[config.mk]
export PLATFORM = sky130hd
export DESIGN_NAME = fetch_sequencer
export DESIGN_NICKNAME = d
export VERILOG_FILES = /design/src/rtl/fetch_sequencer.sv
export SDC_FILE = /design/constraint.sdc
export NUM_CORES = 1
export LEC_CHECK = 0
export ABC_AREA = 1
export CORE_MARGIN = 3
export CORE_UTILIZATION = 51
export CTS_BUF_LIST = sky130_fd_sc_hd__clkbuf_8
export DETAILED_ROUTE_END_ITERATION = 6
export PLACE_DENSITY_LB_ADDON = 0.2
export SLEW_MARGIN = 25
export SYNTH_ARGS = -nofsm -noshare
export SYNTH_HDL_FRONTEND = slang
export SYNTH_SLANG_ARGS = --single-unit
[constraint.sdc]
create_clock -name clk -period 2.44 [get_ports clk]
set_input_delay 0.366 -clock clk [delete_from_list [all_inputs] [get_ports clk]]
set_output_delay 0.366 -clock clk [all_outputs]
set_load 0.02 [all_outputs]
[src/rtl/fetch_sequencer.sv]
// Fetch sequencer: owns the architectural fetch PC, keeps at most one imem request
// in flight and hands each returned word to decode, squashing wrong-path fetches on redirect.
module fetch_sequencer #(
  parameter int unsigned     XLEN     = 32,
  parameter logic [XLEN-1:0] RESET_PC = '0
) (
  input  logic            clk,
  input  logic            rst_n,
  input  logic            resolve_valid,
  input  logic [1:0]      pc_src,
  input  logic [XLEN-1:0] br_target,
  input  logic [XLEN-1:0] jalr_target,
  output logic            imem_req_valid,
  input  logic            imem_req_ready,
  output logic [XLEN-1:0] imem_addr,
  input  logic            imem_rsp_valid,
  input  logic [31:0]     imem_rsp_data,
  output logic            if_valid,
  input  logic            if_ready,
  output logic [31:0]     if_instr,
  output logic [XLEN-1:0] if_pc,
  output logic            fault,
  output logic [XLEN-1:0] fault_addr
);

  localparam int unsigned INSTR_W = 32;
  localparam int unsigned PC_STEP = 4;

  typedef enum logic [2:0] {
    S_IDLE,
    S_REQ,
    S_WAIT_RSP,
    S_HOLD,
    S_DRAIN,
    S_FAULT
  } state_e;

  state_e               state_q, state_d;
  logic [XLEN-1:0]      fetch_pc_q, fetch_pc_d;
  logic [INSTR_W-1:0]   instr_q, instr_d;
  logic [XLEN-1:0]      if_pc_q, if_pc_d;
  logic                 fault_q, fault_d;
  logic [XLEN-1:0]      fault_addr_q, fault_addr_d;

  logic                 redirect;
  logic [XLEN-1:0]      tgt;
  logic                 tgt_misaligned;

  // Branch resolution decode; jalr target has bit0 forced to zero.
  always_comb begin
    redirect       = resolve_valid & ((pc_src == 2'b01) | (pc_src == 2'b10));
    tgt            = (pc_src == 2'b01) ? br_target : (jalr_target & ~XLEN'(1));
    tgt_misaligned = tgt[1];
  end

  always_ff @(posedge clk or negedge rst_n) begin
    if (!rst_n) begin
      state_q      <= S_IDLE;
      fetch_pc_q   <= RESET_PC;
      instr_q      <= '0;
      if_pc_q      <= '0;
      fault_q      <= 1'b0;
      fault_addr_q <= '0;
    end else begin
      state_q      <= state_d;
      fetch_pc_q   <= fetch_pc_d;
      instr_q      <= instr_d;
      if_pc_q      <= if_pc_d;
      fault_q      <= fault_d;
      fault_addr_q <= fault_addr_d;
    end
  end

  always_comb begin
    state_d      = state_q;
    fetch_pc_d   = fetch_pc_q;
    instr_d      = instr_q;
    if_pc_d      = if_pc_q;
    fault_d      = fault_q;
    fault_addr_d = fault_addr_q;

    case (state_q)
      S_IDLE: begin
        state_d = S_REQ;
        if (redirect) fetch_pc_d = tgt;
      end
      S_REQ: begin
        if (redirect) fetch_pc_d = tgt;
        if (imem_req_ready) state_d = redirect ? S_DRAIN : S_WAIT_RSP;
      end
      S_WAIT_RSP: begin
        if (redirect) begin
          // A response arriving with the redirect is wrong-path and simply dropped.
          fetch_pc_d = tgt;
          state_d    = imem_rsp_valid ? S_REQ : S_DRAIN;
        end else if (imem_rsp_valid) begin
          state_d    = S_HOLD;
          instr_d    = imem_rsp_data;
          if_pc_d    = fetch_pc_q;
          fetch_pc_d = fetch_pc_q + XLEN'(PC_STEP);
        end
      end
      S_HOLD: begin
        if (redirect) begin
          fetch_pc_d = tgt;
          state_d    = S_REQ;
        end else if (if_ready) begin
          state_d = S_REQ;
        end
      end
      S_DRAIN: begin
        if (redirect) fetch_pc_d = tgt;
        if (imem_rsp_valid) state_d = S_REQ;
      end
      S_FAULT: begin
        state_d = S_FAULT;
      end
      default: begin
        state_d = S_IDLE;
      end
    endcase

    // A misaligned redirect target overrides everything and parks the sequencer.
    if ((state_q != S_FAULT) && redirect && tgt_misaligned) begin
      state_d      = S_FAULT;
      fetch_pc_d   = fetch_pc_q;
      fault_d      = 1'b1;
      fault_addr_d = tgt;
    end
  end

  always_comb begin
    imem_req_valid = (state_q == S_REQ);
    imem_addr      = fetch_pc_q;
    if_valid       = (state_q == S_HOLD) & ~redirect;
    if_instr       = instr_q;
    if_pc          = if_pc_q;
    fault          = fault_q;
    fault_addr     = fault_addr_q;
  end

endmodule

== Word-level counts from Yosys, hierarchy flattened ==
Index checks and enable logic that the tools add are counted.
W data, S select, Z words.

* Register bits: 132
* Output and inout port bits: 131

* Add/sub/neg operators: 1
* Equal/unequal tests: 14
* Multiplexer cells: 15
* Bitwise operators: 5
* Reduce and logical (&&, ||, !) cells: 8

{| class="wikitable"
|+ Operators with widths
! operator !! count
|-
| $mux W32 || 4
|-
| $pmux W32 S2 || 1
|-
| $add A32 B3 Y32 const B || 1
|-
| $mux W3 || 9
|-
| $pmux W3 S6 || 1
|-
| $ne A3 B3 Y1 const B || 3
|-
| $ne A4 B4 Y1 const B || 2
|-
| $reduce_and A4 Y1 || 2
|-
| $eq A3 B2 Y1 const B || 2
|-
| $eq A3 B3 Y1 const B || 2
|-
| $reduce_or A4 Y1 || 1
|-
| $eq A3 B1 Y1 const B || 1
|-
| $logic_not A3 Y1 || 1
|-
| $ne A3 B1 Y1 const B || 1
|-
| $reduce_and A3 Y1 || 1
|-
| $and A1 B1 Y1 || 2
|-
| $eq A2 B1 Y1 const B || 1
|-
| $eq A2 B2 Y1 const B || 1
|-
| $logic_and A1 B1 Y1 || 2
|-
| $ne A2 B1 Y1 const B || 1
|-
| $not A1 Y1 || 2
|-
| $reduce_bool A2 Y1 || 1
|-
| $or A1 B1 Y1 || 1
|}

== Longest topological paths before layout ==
* Depth in word-level cells: 7
* Mapped depth: 13
* Depth with buffers taken out: 12

== Worst setup path after synthesis ==
OpenSTA, ideal clock, no wires.

* Path type: in2reg
* From: input pc_src[1]
* To: register instr_q[22] (netlist: if_instr[22])
* Library setup time: 0.125 ns
* Arrival time: 1.742 ns
* Data required time: 2.315 ns
* Setup slack: 0.573 ns
* Stages: 9
* Path through: inv_1 > ha_1 > inv_1 > nand2_1 > nand2_1 > nor2_2 > buf_6 > buf_6 > mux2_4

* Cells in the longest elaborated chain, start to end: 5
* Elaborated cells on any way between the ends: 6

{| class="wikitable"
|+ RTL lines
! element !! RTL line !! text
|-
| from (decl) || 10 || <nowiki>input logic [1:0] pc_src,</nowiki>
|-
| $eq A2 B1 Y1 / $eq A2 B2 Y1 (equally long branches) || 51 || <nowiki>redirect = resolve_valid & ((pc_src == 2'b01) | (pc_src == 2'b10));</nowiki>
|-
| $or A1 B1 Y1 (*) || 51 ||
|-
| $and A1 B1 Y1 (*) || 51 ||
|-
| $not A1 Y1 (no source line) (*) || n/a ||
|-
| $reduce_and A3 Y1 (no source line) (*) || n/a ||
|-
| to (signal assigned) || 67 || <nowiki>instr_q <= instr_d;</nowiki>
|-
| to (decl) || 40 || <nowiki>logic [INSTR_W-1:0] instr_q, instr_d;</nowiki>
|}

Mark *: on every way between the ends. The rest lies on a longest branch, timed or not.
A chain may end at the register's enable or synchronous reset.

== Final worst setup path ==
* From: register fetch_pc_q[3] (netlist: imem_addr[3])
* To: register fetch_pc_q[30] (netlist: imem_addr[30])

* Cells in the longest elaborated chain, start to end: 4

{| class="wikitable"
|+ RTL lines
! element !! RTL line !! text
|-
| from (decl) || 39 || <nowiki>logic [XLEN-1:0] fetch_pc_q, fetch_pc_d;</nowiki>
|-
| from (signal assigned) || 66 || <nowiki>fetch_pc_q <= fetch_pc_d;</nowiki>
|-
| $add A32 B3 Y32 || 100 || <nowiki>fetch_pc_d = fetch_pc_q + XLEN'(PC_STEP);</nowiki>
|-
| $mux W32 || 96 || <nowiki>end else if (imem_rsp_valid) begin</nowiki>
|-
| $mux W32 || 92 || <nowiki>if (redirect) begin</nowiki>
|-
| $pmux W32 S2 || 82 || <nowiki>case (state_q)</nowiki>
|}

Every way passes these cells. The select of a mux whose other input is x is not followed.

==> out/metrics.yaml <==
status:
  status: "finished, final reports clean"
place:
  dpl_worst_slack_ns: -0.0222
  port_buffers: 233
  gp_congestion: 0.904
  dp_hpwl_mm: 15.2
hold_path:
  hold_class: "in2async"
die:
  die_w_um: 120
  io_pins: 235
  die_area_um2: 14500
  die_h_um: 120
  rows: 41
  core-area_um2: 12700
  start_util_pct: 52.4
critical_path:
  path_class: "reg2reg"
  crit_path_max_fanout: 6
  reg2reg_depth: 10
  required_ns: 2.79
  arrival_ns: 2.47
  cp-end-kind: "flop"
  crit-reg2reg-launch: "imem_addr[3]"
  start_kind: "flop"
  r2r_end: "imem_addr[30]"
  rrSetupSlack_ns: 0.32
synthesis:
  yosysSeqAreaShare_pct: 49.5
  synth_area_per_cell_um2: 8.13
  synth_top_area_cell: "dfrtp_1"
  syn_inst: 820
  ys_top_cells_by_count: "nand2_1 (242), dfrtp_1 (132), nor2_1 (121), nand3_1 (60), inv_1 (51)"
  yosysMostFrequentCell: "nand2_1"
  ys_ff_latch: 132
  synth_edf_count: 0
  synth_top_area_share_pct: 49.5
  syn_nets: 926
  synth_flop_cell: "dfrtp_1"
  yosys-top-cells-area: "dfrtp_1 (50%), nand2_1 (14%), nor2_1 (6.8%)"
  synth.yosys.warnings: 0
  ys_async_sr_fraction_pct: 100
  synth_cell_types: 31
  synth_area_um2: 6670
power:
  vdd_drop_max_mv: 0.753
  combPwrFrac_pct: 53.1
  clock_power_share_pct: 14.0
  pwr-share-seq_pct: 32.8
  p_leak_uw: 0.00433
  p_sw_share_pct: 42.1
  powerDensity_nw_per_um2: 1300
  power_uw: 12500
  p_sw_uw: 5250
  p_int_uw: 7230
timing:
  skew_ns: 0.00493
  slew_viol_final: 0
  slew_headroom_pct: 66.7
  fin_ws_ns: 0.321
  fin_crit_ns: 2.12
  tightest_slew_ns: 0.498
  rsz0062_at_grt: "false"
  fin_crit_sh_pct: 86.9
  report.final.hold_viol_count: 0
  setup_viol: 0
  fmax_ghz: 0.472
grt:
  grt_pass1_wl_mm: 32.2
  gr-total-overflow: 0
  grt_pass1_vias: 6279
  grt_usage_pct: 28.5
  grt_max_degree: 53
  antenna_found_initial: 0
cts:
  path_clk_slew_ns: 0.07
  cts_max_path_buffers: 2
  cts_tree: "built"
  cts.sinks: 132
  cts_made_buffers: 17
  worstSkewPairLatency_ns: 0.45
  root_buffer: "clkbuf_8"
  h-tree-depth: 4
drt:
  wl_per_cell_um: 16.0
  num_vias: 6447
  drc_errors: 0
  drtIter0Drc: 567
  dr.pass1.iters: 5
  viasPerCell: 5.18
  antenna_left: 0
  detail_route.wirelength_mm: 19.9
finish:
  diodes: 0
  area_growth_pct: 44.3
  finalNetCount: 1168
  drive_above_1_share_pct: 9.60
flow_run:
  maxCapViolations: 0
-- power by group through the flow --
stage	logic, uW	clock network, uW	registers, uW
global route	7220	1870	4250
detailed placement	6630	0	4120
CTS	6680	1770	4090
floorplan	2450	0	5200
global placement	6520	0	4080
finish	6630	1750	4100
-- final cells by class --
cell class                 instances  area (um2)
clock buffer                      20         275
clock inverter                    10        93.8
fill                             955        3100
inverter                          56         210
multi-input combinational        598        2950
sequential                       132        3300
tap                              172         215
timing repair buffer             257        2570
-- critical path, cell delays in order (launching register included) --
cell and delay [ns]:
dfrtp_1 0.50, ha_1 0.26, nand2_1 0.08, nor2_1 0.20
nand2_1 0.19, nor2_1 0.43, nand2_1 0.11, nand2_1 0.07
nand3_1 0.06, nand2_1 0.07, nand2_1 0.05
-- flip-flops by register name, summed over array words and instances, names as in the netlist --
register	flops
if_pc	32
imem_addr	32
state_q	3
fault_addr	32
fault	1
if_instr	32
-- logic make-up after synthesis --
logic type               after synthesis  synth area share [%]
flip-flops                           132                  49.5
AO/OA/AOI/OAI                         99                  8.03
multiplexers                          41                  7.38
AND/OR/NAND/NOR                      456                  28.4
buffers and inverters                 90                  6.25
adder cells (fa/ha/maj)                2                 0.375
-- repair_timing --
item,4_1_cts,5_1_grt
gates resized for setup,0,2
hold buffers,1,0
setup endpoints to repair,0,2
hold endpoints to repair,35,0
setup buffers,0,0
-- metal layers --
metal	global-route usage (%)	up-vias	wire [um]
met2	48.3	271	9680
met4	10.1	0	539
met3	9.26	43	1820
met1	34.1	2983	7860
met5	0	-	0
li1	-	3150	-
-- stage by stage --
step / hold WS, ns / TNS [ns] / cells / area [um2] / utilization [%]
3_5_place_dp: 0.287 / -0.0222 / 1214 / 9240 / 72.6
5_1_grt: 0.397 / 0 / 1245 / 9620 / 75.6
3_3_place_gp: 0.290 / 0 / 1214 / 9240 / 72.6
2_1_floorplan: 0.0704 / 0 / 820 / 6670 / -
4_1_cts: 0.367 / 0 / 1245 / 9620 / 75.6
6_report: 0.377 / 0 / 1245 / 9620 / 75.6
-- cells in the final DEF (no fill, tap or decap), types with 14 or more instances in the layout --
cell type,count
a21oi_1,34
a31oi_1,20
buf_4,19
clkbuf_8,20
clkdlybuf4s50_1,230
dfrtp_1,132
inv_1,56
mux2_2,25
nand2_1,242
nand3_1,60
nor2_1,121
nor3_1,15
o21ai_0,29
o21ai_1,14
-- how the worst max path moves through the flow --
stage / startpoint / slack, ns / end
3_5_place_dp: pc_src[1] / -0.02 / if_pc[9]
2_1_floorplan: pc_src[1] / 0.57 / if_instr[22]
4_1_cts: pc_src[1] / 0.03 / if_valid
5_1_grt: imem_addr[3] / 0.13 / imem_addr[30]
3_3_place_gp: pc_src[1] / 0.03 / if_pc[8]
6_report: imem_addr[3] / 0.32 / imem_addr[30]
Note: power is estimated with default switching activity, not from simulation.
